File: config.mk
export PLATFORM = sky130hd
export DESIGN_NAME = serial_adder_ctrl
export DESIGN_NICKNAME = d
export VERILOG_FILES = /design/src/rtl/serial_adder_ctrl.sv
export SDC_FILE = /design/constraint.sdc
export NUM_CORES = 1
export LEC_CHECK = 0
export CELL_PAD_IN_SITES_DETAIL_PLACEMENT = 1
export CELL_PAD_IN_SITES_GLOBAL_PLACEMENT = 1
export CORE_MARGIN = 1.5
export CORE_UTILIZATION = 45
export CTS_BUF_LIST = sky130_fd_sc_hd__clkbuf_4
export DETAILED_ROUTE_END_ITERATION = 10
export PLACE_DENSITY_LB_ADDON = 0.1
export SLEW_MARGIN = 20
export SYNTH_ARGS = -nofsm -noshare
export SYNTH_HDL_FRONTEND = slang
export SYNTH_SLANG_ARGS = --single-unit
File: constraint.sdc
create_clock -name Clk -period 1.8 [get_ports Clk]
set_input_delay 0.45 -clock Clk [delete_from_list [all_inputs] [get_ports Clk]]
set_output_delay 0.45 -clock Clk [all_outputs]
set_load 0.02 [all_outputs]
File: src/rtl/serial_adder_ctrl.sv
// serial_adder_ctrl: bit-serial adder that reuses one full-adder slice over WIDTH clocks, LSB first.
// Define SERIAL_ADD_OVF_EN to add the registered signed-overflow output Ovf.
module serial_adder_ctrl #(
   parameter int WIDTH = 8
) (
   input  logic             Clk,
   input  logic             Rst,
   input  logic             Start,
   input  logic [WIDTH-1:0] A,
   input  logic [WIDTH-1:0] B,
   input  logic             Cin,
   output logic             Busy,
   output logic             Done,
   output logic [WIDTH-1:0] Sum,
   output logic             Cout
`ifdef SERIAL_ADD_OVF_EN
   ,
   output logic             Ovf
`endif
);
   localparam int CW = WIDTH > 1 ? $clog2(WIDTH) : 1;
   typedef enum logic [1:0] {IDLE, RUN, DONE} state_t;
   state_t state, state_nx;
   logic [WIDTH-1:0] a_sh, b_sh, res, res_nx;
   logic [CW-1:0] cnt;
   logic c, s, co, last;
   assign s      = a_sh[0] ^ b_sh[0] ^ c;
   assign co     = (a_sh[0] & b_sh[0]) | (a_sh[0] & c) | (b_sh[0] & c);
   assign res_nx = (res >> 1) | (WIDTH'(s) << (WIDTH - 1));
   assign last   = cnt == CW'(WIDTH - 1);
   assign Busy   = state != IDLE;
   assign Done   = state == DONE;
   always_ff @(posedge Clk or posedge Rst)
      if (Rst) state <= IDLE;
      else     state <= state_nx;
   always_comb
      state_nx = state == IDLE ? (Start ? RUN : IDLE) :
                 state == RUN  ? (last ? DONE : RUN)  : IDLE;
   always_ff @(posedge Clk or posedge Rst)
      if (Rst) begin
         a_sh <= '0;
         b_sh <= '0;
         res  <= '0;
         cnt  <= '0;
         c    <= 1'b0;
         Sum  <= '0;
         Cout <= 1'b0;
`ifdef SERIAL_ADD_OVF_EN
         Ovf  <= 1'b0;
`endif
      end else if (state == IDLE && Start) begin
         a_sh <= A;
         b_sh <= B;
         c    <= Cin;
         cnt  <= '0;
      end else if (state == RUN) begin
         a_sh <= a_sh >> 1;
         b_sh <= b_sh >> 1;
         c    <= co;
         res  <= res_nx;
         cnt  <= cnt + 1'b1;
         if (last) begin
            Sum  <= res_nx;
            Cout <= co;
`ifdef SERIAL_ADD_OVF_EN
            // on the last step c is the carry into the MSB, co the carry out of it
            Ovf  <= c ^ co;
`endif
         end
      end
endmodule

# --- Word level (Yosys, flattened, before mapping) ---
# Cells that the tools add are included.
word_totals:
  regBits: 39
  output_inout_bits: 11
  wordCells: 39
classes:
  n_addsub: 1
  eq_ne: 3
  muxes: 12
  n_bitwise: 9
  reduce_logical: 6
op_table:
  columns: ["op", "count"]
  rows:
  - ["2-to-1 mux 8 bit", 4]
  - ["bitwise OR 7 x 8 -> 8 bit", 1]
  - ["2-to-1 mux 2 bit", 3]
  - ["2-to-1 mux 3 bit", 2]
  - ["nonzero test 2 bit", 2]
  - ["adder 3 x 1 -> 3 bit (second input constant)", 1]
  - ["bitwise AND 1 bit", 3]
  - ["== test 3 bit (second input constant)", 1]
  - ["2-to-1 mux 1 bit", 3]
  - ["AND reduction 3 bit", 1]
  - ["== test 2 x 1 -> 1 bit (second input constant)", 1]
  - ["== test 2 bit (second input constant)", 1]
  - ["zero test 2 bit", 1]
  - ["bitwise OR 1 bit", 2]
  - ["AND reduction 2 bit", 1]
  - ["XOR 1 bit", 2]
  - ["logical AND 1 bit", 1]
  - ["NOT 1 bit", 1]

# --- Logic depth before layout (Yosys ltp) ---
logic_depth:
  depth_word: 5
  depth_mapped: 5
  ltp_nobuf: 4

# --- Worst setup path after synthesis ---
# No wires, ideal clock.
synth_path:
  kind: "reg-to-output"
  from: "register state[1]"
  to: "output Done"
  arrival_ns: 1.065
  required_ns: 1.350
  path_slack_ns: 0.285
  stages_incl_launch_ff: 4
  cell_sequence: "dfrtp_1 > buf_6 > buf_6 > nor2b_1"
synth_via:
  elab_chain_len: 1
synth_rtl:
  columns: ["element", "line", "source"]
  rows:
  - ["start: declaration", "23", "state_t state, state_nx;"]
  - ["start signal: assignment", "35", "else state <= state_nx;"]
  - ["== test 2 bit", "32", "assign Done = state == DONE;"]
  - ["end: declaration", "13", "output logic Done,"]
# No other way between the ends.

# --- Worst setup path after layout ---
layout_path:
  from: "register Sum[5]"
  to: "output Sum[5]"
layout_lines:
  columns: ["element", "line", "source"]
  rows:
  - ["start: declaration", "14", "output logic [WIDTH-1:0] Sum,"]
  - ["start signal: assignment", "63", "Sum <= res_nx;"]
# No word-level cell between the ends.

==> PnR_summary.wiki <==
{| class="wikitable"
! Metric !! Value
|-
| Status || complete, no violations
|-
| Uppermost layer routed || met4
|-
| Maximum frequency from static timing analysis || 572 MHz
|-
| Die Y-Extent || 69.8 um
|-
| Vias/cell || 5.33
|-
| Utilization after layout || 56.9%
|-
| I/O pins || 31
|-
| Slack of the critical path || 0.0527 ns
|-
| Diodes inserted || 0
|-
| Largest net degree at the start of global routing || 39
|-
| Biggest cell delay along the critical path || 0.60 ns
|-
| Total count of max-transition violations in the final report || 0
|-
| Share of power burned in the clock network || 17.6%
|-
| # rows || 24
|-
| Number of synthesized flops with an enable pin || 0
|-
| Worst setup slack after placement || -0.0593 ns
|-
| Clock latency of the later-clocked register in the worst-skew pair || 0.34 ns
|-
| Area of the die || 0.00488 mm^2
|-
| DRC marker count from the first detailed-route iteration || 26
|-
| Number of buffer and inverter instances along the worst setup path || 1
|-
| Global-route total usage across every layer || 17.1%
|-
| Arrival time at the worst endpoint || 1.30 ns
|-
| Nets@finish || 203
|-
| Share of power burned in registers || 38.0%
|-
| Maximum level of the CTS H-tree || 2
|-
| WP data required || 1.35 ns
|-
| Final Critical Period || 1.75 ns
|-
| Primary flip-flop cell chosen by synthesis mapping || dfrtp_1
|-
| Final-report setup violation count || 0
|-
| DRC errors left || 0
|-
| FF-to-FF End || cnt[0]
|-
| Logic gate share of total power || 44.4%
|-
| Cell Pwr Density || 1630 mW/mm^2
|-
| Wire length of the first global-routing pass || 6620 um
|-
| Overall via count from detail_route || 1,243
|-
| Setup slack, reg-to-reg || 0.17 ns
|-
| Setup Total Neg Slack || 0 ns
|-
| Critical-path top delay cell || clkdlybuf4s50_1
|-
| Critical path cell sequence || clkdlybuf4s50_1
|-
| Number of placed cells counting well taps || 225
|-
| Final hold violation count || 0
|-
| Ratio of cells with drive above 1 in the final layout || 31.5%
|-
| Via count of the first global-routing pass || 1,381
|-
| Met3 Routed Length || 163 um
|-
| Sequential-to-total area share from yosys stat || 47.3%
|-
| Design internal power || 2.64 mW
|-
| Setup repair after global routing missed its margin || no
|-
| Critical register-to-register path startpoint || state[0]
|-
| Clock slew at the register clock pins of the worst setup and hold paths || 0.12 ns
|-
| Top-area cell type share of the netlist area || 47.3%
|-
| Register bit total from synthesis || 38
|-
| Leak pwr || 1.11 nW
|-
| Post-Synthesis Mean Instance Area || 13.8 um^2
|-
| Layout Area Growth over Synthesis || 22.3%
|-
| Last weighted congestion value of the routability-driven placer || 0.727
|-
| Worst-case vdd ir drop || 0.620 mV
|-
| Synth Cell Area || 0.00201 mm^2
|-
| Most frequent cells after synthesis || dfrtp_1 (38), inv_1 (20), a211oi_2 (9), mux2_4 (9), nor3b_1 (8)
|-
| Cell type group with the largest total delay on the critical path || buffers and inverters
|-
| Length in cells of the worst reg-to-reg path || 3
|-
| Width of the die || 69.8 um
|-
| IO buf count || 30
|-
| Num CTS Buffers || 5
|-
| Count of distinct cell types in the synthesized netlist || 32
|-
| Synth Instances || 146
|-
| Proportion of synthesized flip-flops having asynchronous set or reset || 100%
|-
| Number of antenna-violating nets in the routed design || 0
|-
| Core Box Area || 0.00432 mm^2
|-
| CTS tree || built
|-
| Post CTS Setup Buffer Count || 0
|-
| CTS Root Buffer Type || clkbuf_4
|-
| Global route overflow || 0
|-
| Number of search-and-repair iterations in the first detailed-routing pass || 4
|-
| Effective utilization at floorplan || 46.5%
|-
| Routed wl met2 || 2000 um
|-
| Buffer levels on the longest clock path || 2
|-
| Worst hold-check slack || 0.451 ns
|-
| Non-Filler Cell Area, Final || 0.00246 mm^2
|-
| Worst-path fanout max || 2
|-
| Net count of the mapped netlist || 169
|-
| Nature of the critical path startpoint || flop
|-
| Switching Share || 34.1%
|-
| Average wire length per cell after detail routing || 16.4 um
|-
| Sum of routed wire length over all layers || 3820 um
|-
| Part of the cycle the worst path needs || 97.1%
|-
| Filler-free cell count of the finished design || 233
|-
| Most area-hungry cell type in the Yosys netlist || dfrtp_1
|-
| Cell with the most instances after synthesis || dfrtp_1
|-
| Sinks on the clock net || 38
|-
| Met1 layer wirelength in the final routing || 1600 um
|-
| Overall power consumption || 4.00 mW
|-
| Slew at the pin closest to its max-slew limit || 0.632 ns
|-
| Initial antenna violation count || 0
|-
| Category of the worst setup path capture point || output port
|-
| DPL Wire Length || 2640 um
|-
| Top area cells in the synthesized netlist || dfrtp_1 (47%), mux2_4 (6.7%), a211oi_2 (5.6%), nor4b_2 (5.2%), inv_1 (3.7%)
|-
| Switching pwr || 1.36 mW
|-
| Path class of the lowest-slack min-delay path || input port to asynchronous set/reset pin
|-
| Max capacitance violation total || 0
|-
| Worst rel slew slack || 57.7%
|-
| Placement Cell Area || 0.00234 mm^2
|-
| Setup CP Type || flop to output port
|-
| Worst clock skew on the final layout || 0.0152 ns
|-
| Synth warnings || 0
|}
-- worst max-delay path by stage --
stage | end | slack, ns | start | depth (start not counted)
after global routing | Sum[5] | 0.006 | Sum[5] | 1
after CTS | Sum[7] | 0.01 | Sum[7] | 1
after detailed placement | cnt[0] | -0.06 | Start | 3
after global placement | cnt[0] | 0.01 | Start | 3
after floorplan | Done | 0.29 | state[1] | 3
final | Sum[5] | 0.05 | Sum[5] | 1
-- cell families after synthesis --
logic type                 synth area share (%)
AOI/OAI and AO/OA                          11.8
adders and majority gates                  2.24
buffers and inverters                      9.83
DFF                                        47.3
muxes                                      11.2
and+or+nand+nor                            17.6
-- area by class of cell --
type | instances | area, um^2
fillers | 434 | 1870
flip-flops and latches | 38 | 953
multi-input cells | 77 | 865
repair buffers | 38 | 399
inverters | 20 | 75.1
well taps | 52 | 65.1
clock inverters | 3 | 63.8
clock buffers | 5 | 37.5
-- metal layers --
| layer | up-vias | track usage (%) |
|---|---|---|
| met5 | - | 0 |
| met4 | 0 | 5.13 |
| met3 | 4 | 4.65 |
| met2 | 28 | 29.7 |
| met1 | 626 | 20.8 |
| li1 | 585 | - |
-- cell usage in the layout (no fill, tap or decap), drive strengths merged, types with 2 or more instances in the layout --
cell / count
ha: 2
dlymetal6s2s: 6
dfrtp: 38
nor2b: 6
inv: 20
clkbuf: 5
mux2: 17
a211oi: 11
bufinv: 2
nor3b: 13
nand2b: 2
dlygate4sd2: 2
a221oi: 2
clkdlybuf4s50: 21
nor4b: 11
a222oi: 2
buf: 8
a22o: 2
-- repair_timing --
action | CTS | global route
hold buffers | 0 | 0
resized for setup | 6 | 8
endpoints found under the setup margin | 3 | 7
-- power groups by stage --
| stage | Combinational, mW | Clock [mW] | Sequential, mW |
|---|---|---|---|
| after CTS | 1.83 | 0.727 | 1.52 |
| after floorplan | 1.31 | 0 | 1.60 |
| final | 1.78 | 0.705 | 1.52 |
| after detailed placement | 1.84 | 0 | 1.54 |
| after global placement | 1.76 | 0 | 1.52 |
| after global routing | 1.94 | 0.770 | 1.57 |
-- sequential cells by signal, indices dropped and copies added (netlist names) --
| register | cells |
|---|---|
| Sum | 8 |
| a_sh | 8 |
| b_sh | 8 |
| res | 7 |
| cnt | 3 |
| state | 2 |
| Cout | 1 |
| c | 1 |
No activity file was read; power rests on OpenSTA's default activity.
